**src/rtl/game_pkg.sv**
```systemverilog
// rtl/game_pkg.sv - shared types for the game-state, layer sequencer and blitter blocks
package game_pkg;

  localparam int NUM_LAYERS = 14;
  localparam int COORD_W    = 10;

  typedef enum logic [2:0] {
    S_IDLE,
    S_LATCH,
    S_ISSUE,
    S_WAIT,
    S_NEXT,
    S_DONE
  } seq_state_t;

  typedef struct packed {
    logic [COORD_W-1:0] inicio_X;
    logic [COORD_W-1:0] inicio_Y;
    logic [COORD_W-1:0] final_X;
    logic [COORD_W-1:0] final_Y;
  } rect_t;

  typedef struct packed {
    logic [COORD_W-1:0] X;
    logic [COORD_W-1:0] Y;
  } point_t;

endpackage

```
**src/rtl/sat_counter8.sv**
```systemverilog
// rtl/sat_counter8.sv - 8-bit event counter that sticks at 255
module sat_counter8 (
  input  logic       i_clk,
  input  logic       i_reset,
  input  logic       i_inc,
  output logic [7:0] o_count
);

  logic [7:0] r_count;

  // count enabled events, holding at all-ones once reached
  always_ff @(posedge i_clk or posedge i_reset) begin
    if (i_reset) begin
      r_count <= 8'd0;
    end else if (i_inc && (r_count != 8'hFF)) begin
      r_count <= r_count + 8'd1;
    end
  end

  assign o_count = r_count;

endmodule

```
**src/rtl/layer_blit_sequencer.sv**
```systemverilog
// rtl/layer_blit_sequencer.sv - per-frame walker issuing one blit request per layer
module layer_blit_sequencer #(
  parameter int NUM_LAYERS = game_pkg::NUM_LAYERS,
  parameter int LAYER_W    = 32,
  parameter int TIMEOUT    = 65535,
  parameter int CW         = game_pkg::COORD_W
) (
  input  logic               i_clk,
  input  logic               i_reset,
  input  logic               i_frame_start,
  output logic [LAYER_W-1:0] o_layer,
  input  logic [CW-1:0]      i_vram_inicio_X,
  input  logic [CW-1:0]      i_vram_inicio_Y,
  input  logic [CW-1:0]      i_vram_final_X,
  input  logic [CW-1:0]      i_vram_final_Y,
  input  logic [CW-1:0]      i_FB_X,
  input  logic [CW-1:0]      i_FB_Y,
  output logic               o_blit_valid,
  input  logic               i_blit_ready,
  output logic [CW-1:0]      o_blit_src_X,
  output logic [CW-1:0]      o_blit_src_Y,
  output logic [CW-1:0]      o_blit_dst_X,
  output logic [CW-1:0]      o_blit_dst_Y,
  output logic [CW-1:0]      o_blit_w,
  output logic [CW-1:0]      o_blit_h,
  input  logic               i_blit_done,
  output logic               o_fb_sel,
  output logic               o_frame_done,
  output logic               o_busy,
  output logic [7:0]         o_overrun_cnt,
  output logic [7:0]         o_timeout_cnt
);

  import game_pkg::*;

  localparam int                 TW         = (TIMEOUT > 2) ? $clog2(TIMEOUT) : 1;
  localparam logic [TW-1:0]      TIMER_MAX  = TW'(TIMEOUT - 1);
  localparam logic [LAYER_W-1:0] LAST_LAYER = LAYER_W'(NUM_LAYERS - 1);

  seq_state_t         r_state, w_next;
  logic [LAYER_W-1:0] r_layer;
  point_t             r_src, r_dst;
  logic [CW-1:0]      r_w, r_h;
  logic               r_valid, r_fb_sel, r_frame_done;
  logic [TW-1:0]      r_timer;

  rect_t  w_rect;
  point_t w_fb;
  logic   w_degen, w_overrun;
  logic   w_latch, w_set_valid, w_clr_valid, w_timer_clr, w_timer_inc;
  logic   w_timeout, w_inc_layer, w_clr_layer, w_frame_done;

  assign w_rect  = {i_vram_inicio_X, i_vram_inicio_Y, i_vram_final_X, i_vram_final_Y};
  assign w_fb    = {i_FB_X, i_FB_Y};
  // a rectangle whose end lies before its start has nothing to copy
  assign w_degen = (w_rect.final_X < w_rect.inicio_X) || (w_rect.final_Y < w_rect.inicio_Y);
  // vsync arriving while a frame is still in flight (DONE included) is dropped
  assign w_overrun = i_frame_start && (r_state != S_IDLE);

  // state register
  always_ff @(posedge i_clk or posedge i_reset) begin
    if (i_reset) r_state <= S_IDLE;
    else         r_state <= w_next;
  end

  // next-state and per-state datapath controls
  always_comb begin
    w_next       = r_state;
    w_latch      = 1'b0;
    w_set_valid  = 1'b0;
    w_clr_valid  = 1'b0;
    w_timer_clr  = 1'b0;
    w_timer_inc  = 1'b0;
    w_timeout    = 1'b0;
    w_inc_layer  = 1'b0;
    w_clr_layer  = 1'b0;
    w_frame_done = 1'b0;
    case (r_state)
      S_IDLE: begin
        if (i_frame_start) begin
          w_clr_layer = 1'b1;
          w_next      = S_LATCH;
        end
      end
      S_LATCH: begin
        w_latch = 1'b1;
        if (w_degen) begin
          w_next = S_NEXT;
        end else begin
          w_set_valid = 1'b1;
          w_next      = S_ISSUE;
        end
      end
      S_ISSUE: begin
        if (i_blit_ready) begin
          w_clr_valid = 1'b1;
          w_timer_clr = 1'b1;
          w_next      = S_WAIT;
        end
      end
      S_WAIT: begin
        if (i_blit_done) begin
          w_next = S_NEXT;
        end else if (r_timer == TIMER_MAX) begin
          w_timeout = 1'b1;
          w_next    = S_NEXT;
        end else begin
          w_timer_inc = 1'b1;
        end
      end
      S_NEXT: begin
        if (r_layer == LAST_LAYER) begin
          w_next = S_DONE;
        end else begin
          w_inc_layer = 1'b1;
          w_next      = S_LATCH;
        end
      end
      S_DONE: begin
        w_frame_done = 1'b1;
        w_clr_layer  = 1'b1;
        w_next       = S_IDLE;
      end
      default: w_next = S_IDLE;
    endcase
  end

  // layer index, latched request fields, handshake, WAIT timer and buffer flip
  always_ff @(posedge i_clk or posedge i_reset) begin
    if (i_reset) begin
      r_layer      <= '0;
      r_src        <= '0;
      r_dst        <= '0;
      r_w          <= '0;
      r_h          <= '0;
      r_valid      <= 1'b0;
      r_timer      <= '0;
      r_fb_sel     <= 1'b0;
      r_frame_done <= 1'b0;
    end else begin
      r_frame_done <= w_frame_done;
      if (w_clr_layer)      r_layer <= '0;
      else if (w_inc_layer) r_layer <= r_layer + 1'b1;
      if (w_latch) begin
        r_src <= {w_rect.inicio_X, w_rect.inicio_Y};
        r_dst <= w_fb;
        r_w   <= w_rect.final_X - w_rect.inicio_X;
        r_h   <= w_rect.final_Y - w_rect.inicio_Y;
      end
      if (w_set_valid)      r_valid <= 1'b1;
      else if (w_clr_valid) r_valid <= 1'b0;
      if (w_timer_clr)      r_timer <= '0;
      else if (w_timer_inc) r_timer <= r_timer + 1'b1;
      if (w_frame_done)     r_fb_sel <= ~r_fb_sel;
    end
  end

  sat_counter8 u_overrun_cnt (
    .i_clk   (i_clk),
    .i_reset (i_reset),
    .i_inc   (w_overrun),
    .o_count (o_overrun_cnt)
  );

  sat_counter8 u_timeout_cnt (
    .i_clk   (i_clk),
    .i_reset (i_reset),
    .i_inc   (w_timeout),
    .o_count (o_timeout_cnt)
  );

  assign o_layer      = r_layer;
  assign o_blit_valid = r_valid;
  assign o_blit_src_X = r_src.X;
  assign o_blit_src_Y = r_src.Y;
  assign o_blit_dst_X = r_dst.X;
  assign o_blit_dst_Y = r_dst.Y;
  assign o_blit_w     = r_w;
  assign o_blit_h     = r_h;
  assign o_fb_sel     = r_fb_sel;
  assign o_frame_done = r_frame_done;
  assign o_busy       = (r_state != S_IDLE);

endmodule

```
**config.mk**
```make
export PLATFORM = sky130hd
export DESIGN_NAME = layer_blit_sequencer
export DESIGN_NICKNAME = d
export VERILOG_FILES = /design/src/rtl/game_pkg.sv /design/src/rtl/sat_counter8.sv /design/src/rtl/layer_blit_sequencer.sv
export SDC_FILE = /design/constraint.sdc
export NUM_CORES = 1
export LEC_CHECK = 0
export ABC_AREA = 0
export CAP_MARGIN = 20
export CORE_MARGIN = 10
export CORE_UTILIZATION = 30
export CTS_CLUSTER_SIZE = 10
export DETAILED_ROUTE_END_ITERATION = 8
export SLEW_MARGIN = 20
export SYNTH_ARGS = -nofsm -noshare
export SYNTH_HDL_FRONTEND = slang
export SYNTH_SLANG_ARGS = --single-unit
```
**constraint.sdc**
```tcl
create_clock -name i_clk -period 3.9 [get_ports i_clk]
set_input_delay 0.78 -clock i_clk [delete_from_list [all_inputs] [get_ports i_clk]]
set_output_delay 0.78 -clock i_clk [all_outputs]
set_load 0.02 [all_outputs]
```
; ---- Word level (Yosys, flattened, before mapping)
; Cells that the tools add are included.
; Widths: inputs -> output; s select.
[classes]
n_addsub = 6
magnitude_cmp = 2
eq_ne = 12
muxes = 29
bitwise_logic = 1
n_reduce_logical = 10
[ops]
columns = op, n
row1 = $mux 32, 2
row2 = $add 32x1->32 const B, 1
row3 = $eq 32x4->1 const B, 1
row4 = $mux 16, 2
row5 = $lt 10x10->1, 2
row6 = $sub 10x10->10, 2
row7 = $mux 3, 6
row8 = $mux 1, 17
row9 = $add 16x1->16 const B, 1
row10 = $add 8x1->8 const B, 2
row11 = $eq 16x16->1 const B, 1
row12 = $ne 8x8->1 const B, 2
row13 = $pmux 3 s5, 1
row14 = $eq 3x2->1 const B, 2
row15 = $eq 3x3->1 const B, 2
row16 = $reduce_bool 2->1, 3
row17 = $ne 2x2->1 const B, 2
row18 = $eq 3x1->1 const B, 1
row19 = $logic_and 1x1->1, 3
row20 = $logic_not 3->1, 1
row21 = $ne 3x3->1 const B, 1
row22 = $reduce_and 3->1, 1
row23 = $reduce_bool 3->1, 1
row24 = $pmux 1 s2, 1
row25 = 2 further kinds, 2
[word_totals]
reg_bits = 130
inputBits = 65
output_inout_bits = 112

; ---- Depth between registers and ports, before layout
[depth]
word_depth = 6
ltp_mapped = 9
mapped_depth_nobuf = 9

; ---- Hierarchy
; A second synthesis with hierarchy kept.
[hier_totals]
hier_cells = 721
hier_area_um2 = 6760.2
[modules_own_cells]
columns = module, instances, cells_each, area_each_um2
row1 = layer_blit_sequencer, 1, 645, 5921.9
row2 = sat_counter8, 2, 38, 419.2

; ---- Worst setup path before layout
; OpenSTA, ideal clock, no wires.
[synth_timing]
path_type = input to register
from = input i_vram_final_Y[0]
to = register r_state[2]
setup_ns = 0.124
arrival_time_ns = 2.496
path_slack_ns = 1.280
path_stages = 9
path_buffers = 0
path_cell_list = inv_1 ha_1 fa_1 nor2b_1 o2111ai_1 a21oi_1 a211oi_1 or3_1 o31a_1
[synth_via]
elab_chain_cells = 4
[synth_lines]
columns = element, line_no
row1 = from (decl), layer_blit_sequencer.sv:15  ; input logic [CW-1:0] i_vram_final_Y,
row2 = $lt 10x10->1, layer_blit_sequencer.sv:56  ; assign w_degen = (w_rect.final_X < w_rect.inicio_X) || (w_rect.final_Y < w_rect.inicio_Y);
row3 = $logic_or 1x1->1, layer_blit_sequencer.sv:56
row4 = $mux 3, layer_blit_sequencer.sv:87  ; if (w_degen) begin
row5 = $pmux 3 s5, layer_blit_sequencer.sv:78  ; case (r_state)
row6 = to (signal assigned), layer_blit_sequencer.sv:63  ; else r_state <= w_next;
row7 = to (decl), layer_blit_sequencer.sv:40  ; seq_state_t r_state, w_next;
; No other way between the ends.
; A chain may end at the register's enable or synchronous reset.

; ---- Final worst setup path
; Ends and elaborated chain as after synthesis.

==> flow_summary.toml <==
[grt]
grt_pass1_wl_um = 30440
grt_pass1_vias = 5609
grt_overflow = 0
grt_max_degree = 101
antenna_found_initial = 1
grtUsageTotal_pct = 13.09

[sta]
setup-tns-final_ns = 0
worst_slew_pin_slew_ns = 0.9673
fmax_mhz = 342.4
maxSlewViolCount = 0
fin_crit_ns = 2.921
hold_violations = 0
clock_skew_ns = 0.007854
fin_crit_sh_pct = 74.89
max_slew_margin_pct = 35.51
setup_slack_ns = 0.9791
setup_violations = 0
rsz0062_at_grt = "no"

[worst_hold_path]
min_path_cells = 1
hp-class = "flip-flop to flip-flop"
hold_end = "o_fb_sel"
hp-start = "o_fb_sel"

[cts]
clk_pin_slew_worst_paths_ns = 0.05
clkLatencyLatePin_ns = 0.41
cts_tree = "done"
cts_setup_buffers = 0
ctsResizeCount = 0
cts_made_buffers = 17
cts.sinks = 130
clockBufferDepth = 2
holdBufCountCts = 0
htreeDepth = 4
ctsRootBufferMaster = "clkbuf_16"

[floorplanning]
die_w_um = 168.6
start_util_pct = 30.45
core_sq_um = 21760
pin_count = 177
die_h_um = 168.6
die_area_sq_um = 28420
rows = 54

[logic_synthesis]
synthFlopType = "dfrtp_1"
synth_edf_count = 0
synthesis.instances = 717
seq_area_frac_synth_pct = 49.11
syn_nets = 810
ys_ff_latch = 130
synthArstFlopShare_pct = 100.0
netlist_area_sq_um = 6624
avgSynthCellArea_sq_um = 9.238
synthDistinctLibCells = 54
yosys_warnings = 0

[critical_path]
path_buf_inv = 2
r2r-start = "r_state[2]"
end_kind = "flip-flop"
reg2reg_to = "o_layer[27]"
rr_worst_depth = 5
path_depth = 10
cp.arrival_ns = 3.21
crit_path_max_fanout = 3
worst_setup_path_start_kind = "input port"
max_stage_delay_ns = 0.45
slowest_stage = "clkdlybuf4s50_1"
ff2ff_setup_slack_ns = 1.33
cpLargestDelayFamily = "adder cells"
cp_cell_sequence = "clkdlybuf4s50_1 > inv_1 > ha_1 > fa_1 > nor2b_1 > o2111ai_1 > a21oi_1 > a211oi_1 > or3_1 > o31a_1"
worst_ep_required_time_ns = 4.19
critPathKind = "input port to flip-flop"

[pwr]
clkPwrFrac_pct = 26.4
p_comb_share_pct = 40.4
switching_share_pct = 37.04
leakagePower_nw = 4.025
power_frac_seq_pct = 33.1
p_int_mw = 3.837
p_sw_mw = 2.257
power.density_nw_per_um2 = 653.9
peakVddDrop_mv = 0.3409
total_power_mw = 6.093

[outcome]
run_status = "completed"

[route]
drtIter0Drc = 304
wl_per_cell_um = 15.61
totalWireLength_um = 18510
vias_per_cell = 4.692
drc_errors = 0
dr.pass1.iters = 4
detail-route-antenna-nets = 0
vias = 5565

[placed_design]
hpwl_um = 13600
globalplace.congestion = 0.7732
dp_slack_ns = 0.5248
io_buffers = 176

[finish]
area_delta_synth_final_pct = 40.69
layout.nets = 985
drive_gt1_share_pct = 5.856

[job]
maxCapViolations = 0
flip-flops by register name (all words and copies together), names as in the netlist, 10 cells and up:
register	flops
o_blit_src_Y	10
o_blit_w	10
r_timer	16
o_blit_h	10
o_blit_dst_X	10
o_blit_src_X	10
o_blit_dst_Y	10
o_layer	32
layout make-up:
class | count | area, sq um
Timing Repair Buffer | 182 | 1844
Clock inverter | 9 | 102.6
Multi-Input combinational cell | 521 | 3114
Sequential cell | 130 | 3253
Tap cell | 280 | 350.3
Inverter | 40 | 153.9
Fill cell | 2149 | 12440
Clock buffer | 23 | 498.0
Antenna cell | 1 | 2.502
synth_stat cells, types with 6 or more instances:
cell type / n / area (sq um)
inv_1: 40 / 150.1
o21ai_0: 61 / 305.3
ha_1: 26 / 325.3
a21oi_1: 22 / 110.1
clkbuf_1: 23 / 86.33
nor3_1: 18 / 90.09
xnor2_1: 41 / 359.1
nand2_1: 130 / 488.0
nand4_1: 16 / 100.1
nor4_1: 14 / 87.58
nand3_1: 21 / 105.1
or3_1: 11 / 68.82
nor2b_1: 6 / 37.54
dfrtp_1: 130 / 3253
nor2_1: 60 / 225.2
xor2_1: 22 / 192.7
worst max path at each step:
stage | startpoint | endpoint | slack [ns]
final | i_vram_final_Y[0] | r_state[2] | 0.98
after global routing | i_vram_inicio_Y[0] | r_state[2] | 0.89
after CTS | i_vram_final_Y[0] | r_state[2] | 0.96
after detailed placement | i_vram_final_Y[0] | r_state[2] | 0.52
after global placement | i_vram_final_Y[0] | r_state[2] | 0.57
after floorplan | i_vram_final_Y[0] | r_state[2] | 1.28
power groups by stage:
| stage | clock, mW | sequential [mW] | combinational, mW |
|---|---|---|---|
| 5_1_grt | 1.72 | 2.08 | 2.73 |
| 4_1_cts | 1.65 | 2.03 | 2.50 |
| 3_5_place_dp | 0 | 2.04 | 2.49 |
| 6_report | 1.61 | 2.02 | 2.46 |
| 2_1_floorplan | 0 | 2.43 | 0.935 |
| 3_3_place_gp | 0 | 2.03 | 2.47 |
metrics by stage:
stage / area (sq um) / hold WS, ns / util [%] / instances
after floorplan: 6628 / 0.5031 / - / 717
after global placement: 8696 / 0.4577 / 39.97 / 1152
after detailed placement: 8696 / 0.4608 / 39.97 / 1152
after CTS: 9296 / 0.4720 / 42.73 / 1184
after global routing: 9316 / 0.4875 / 42.82 / 1185
final: 9319 / 0.4681 / 42.83 / 1186
cells by family (layout without fill, tap and decap cells):
family / Yosys count / count (layout) / synth area share, %
AO/OA/AOI/OAI: 110 / 110 / 9.464
XOR/XNOR: 63 / 63 / 8.330
adder cells (fa/ha/maj): 28 / 28 / 5.516
buffers and inverters: 66 / 254 / 4.080
flip-flops: 130 / 130 / 49.11
multiplexers: 3 / 3 / 0.4911
other: 0 / 1 / 0
AND/OR/NAND/NOR: 317 / 317 / 23.01
routing by layer:
metal  wire [um]  global-route usage (%)  vias up  share of wire (%)
met4         174                   2.801        0               0.94
met2        8563                   20.37      143                 46
met5           0                       0        -                  0
li1            -                       -     2785                  -
met1        7854                   15.61     2627                 42
met3        1921                   7.110       10                 10
cells in the final DEF, fill, tap and decap left out, types with 5 or more instances in the layout:
master	synthesis	final
nand3_1	21	21
nor3_1	18	18
nand2_1	130	130
nor2_1	60	60
o31ai_1	5	5
inv_1	40	39
dfrtp_1	130	130
nand2b_1	5	5
xnor2_1	41	41
nor2b_1	6	6
o21ai_0	61	61
ha_1	26	26
a21oi_1	22	22
nor4_1	14	14
or3_1	11	11
clkdlybuf4s50_1	0	176
clkbuf_8	0	5
xor2_1	22	22
clkbuf_16	0	17
nand4_1	16	16
(Power assumes the default switching activity.)
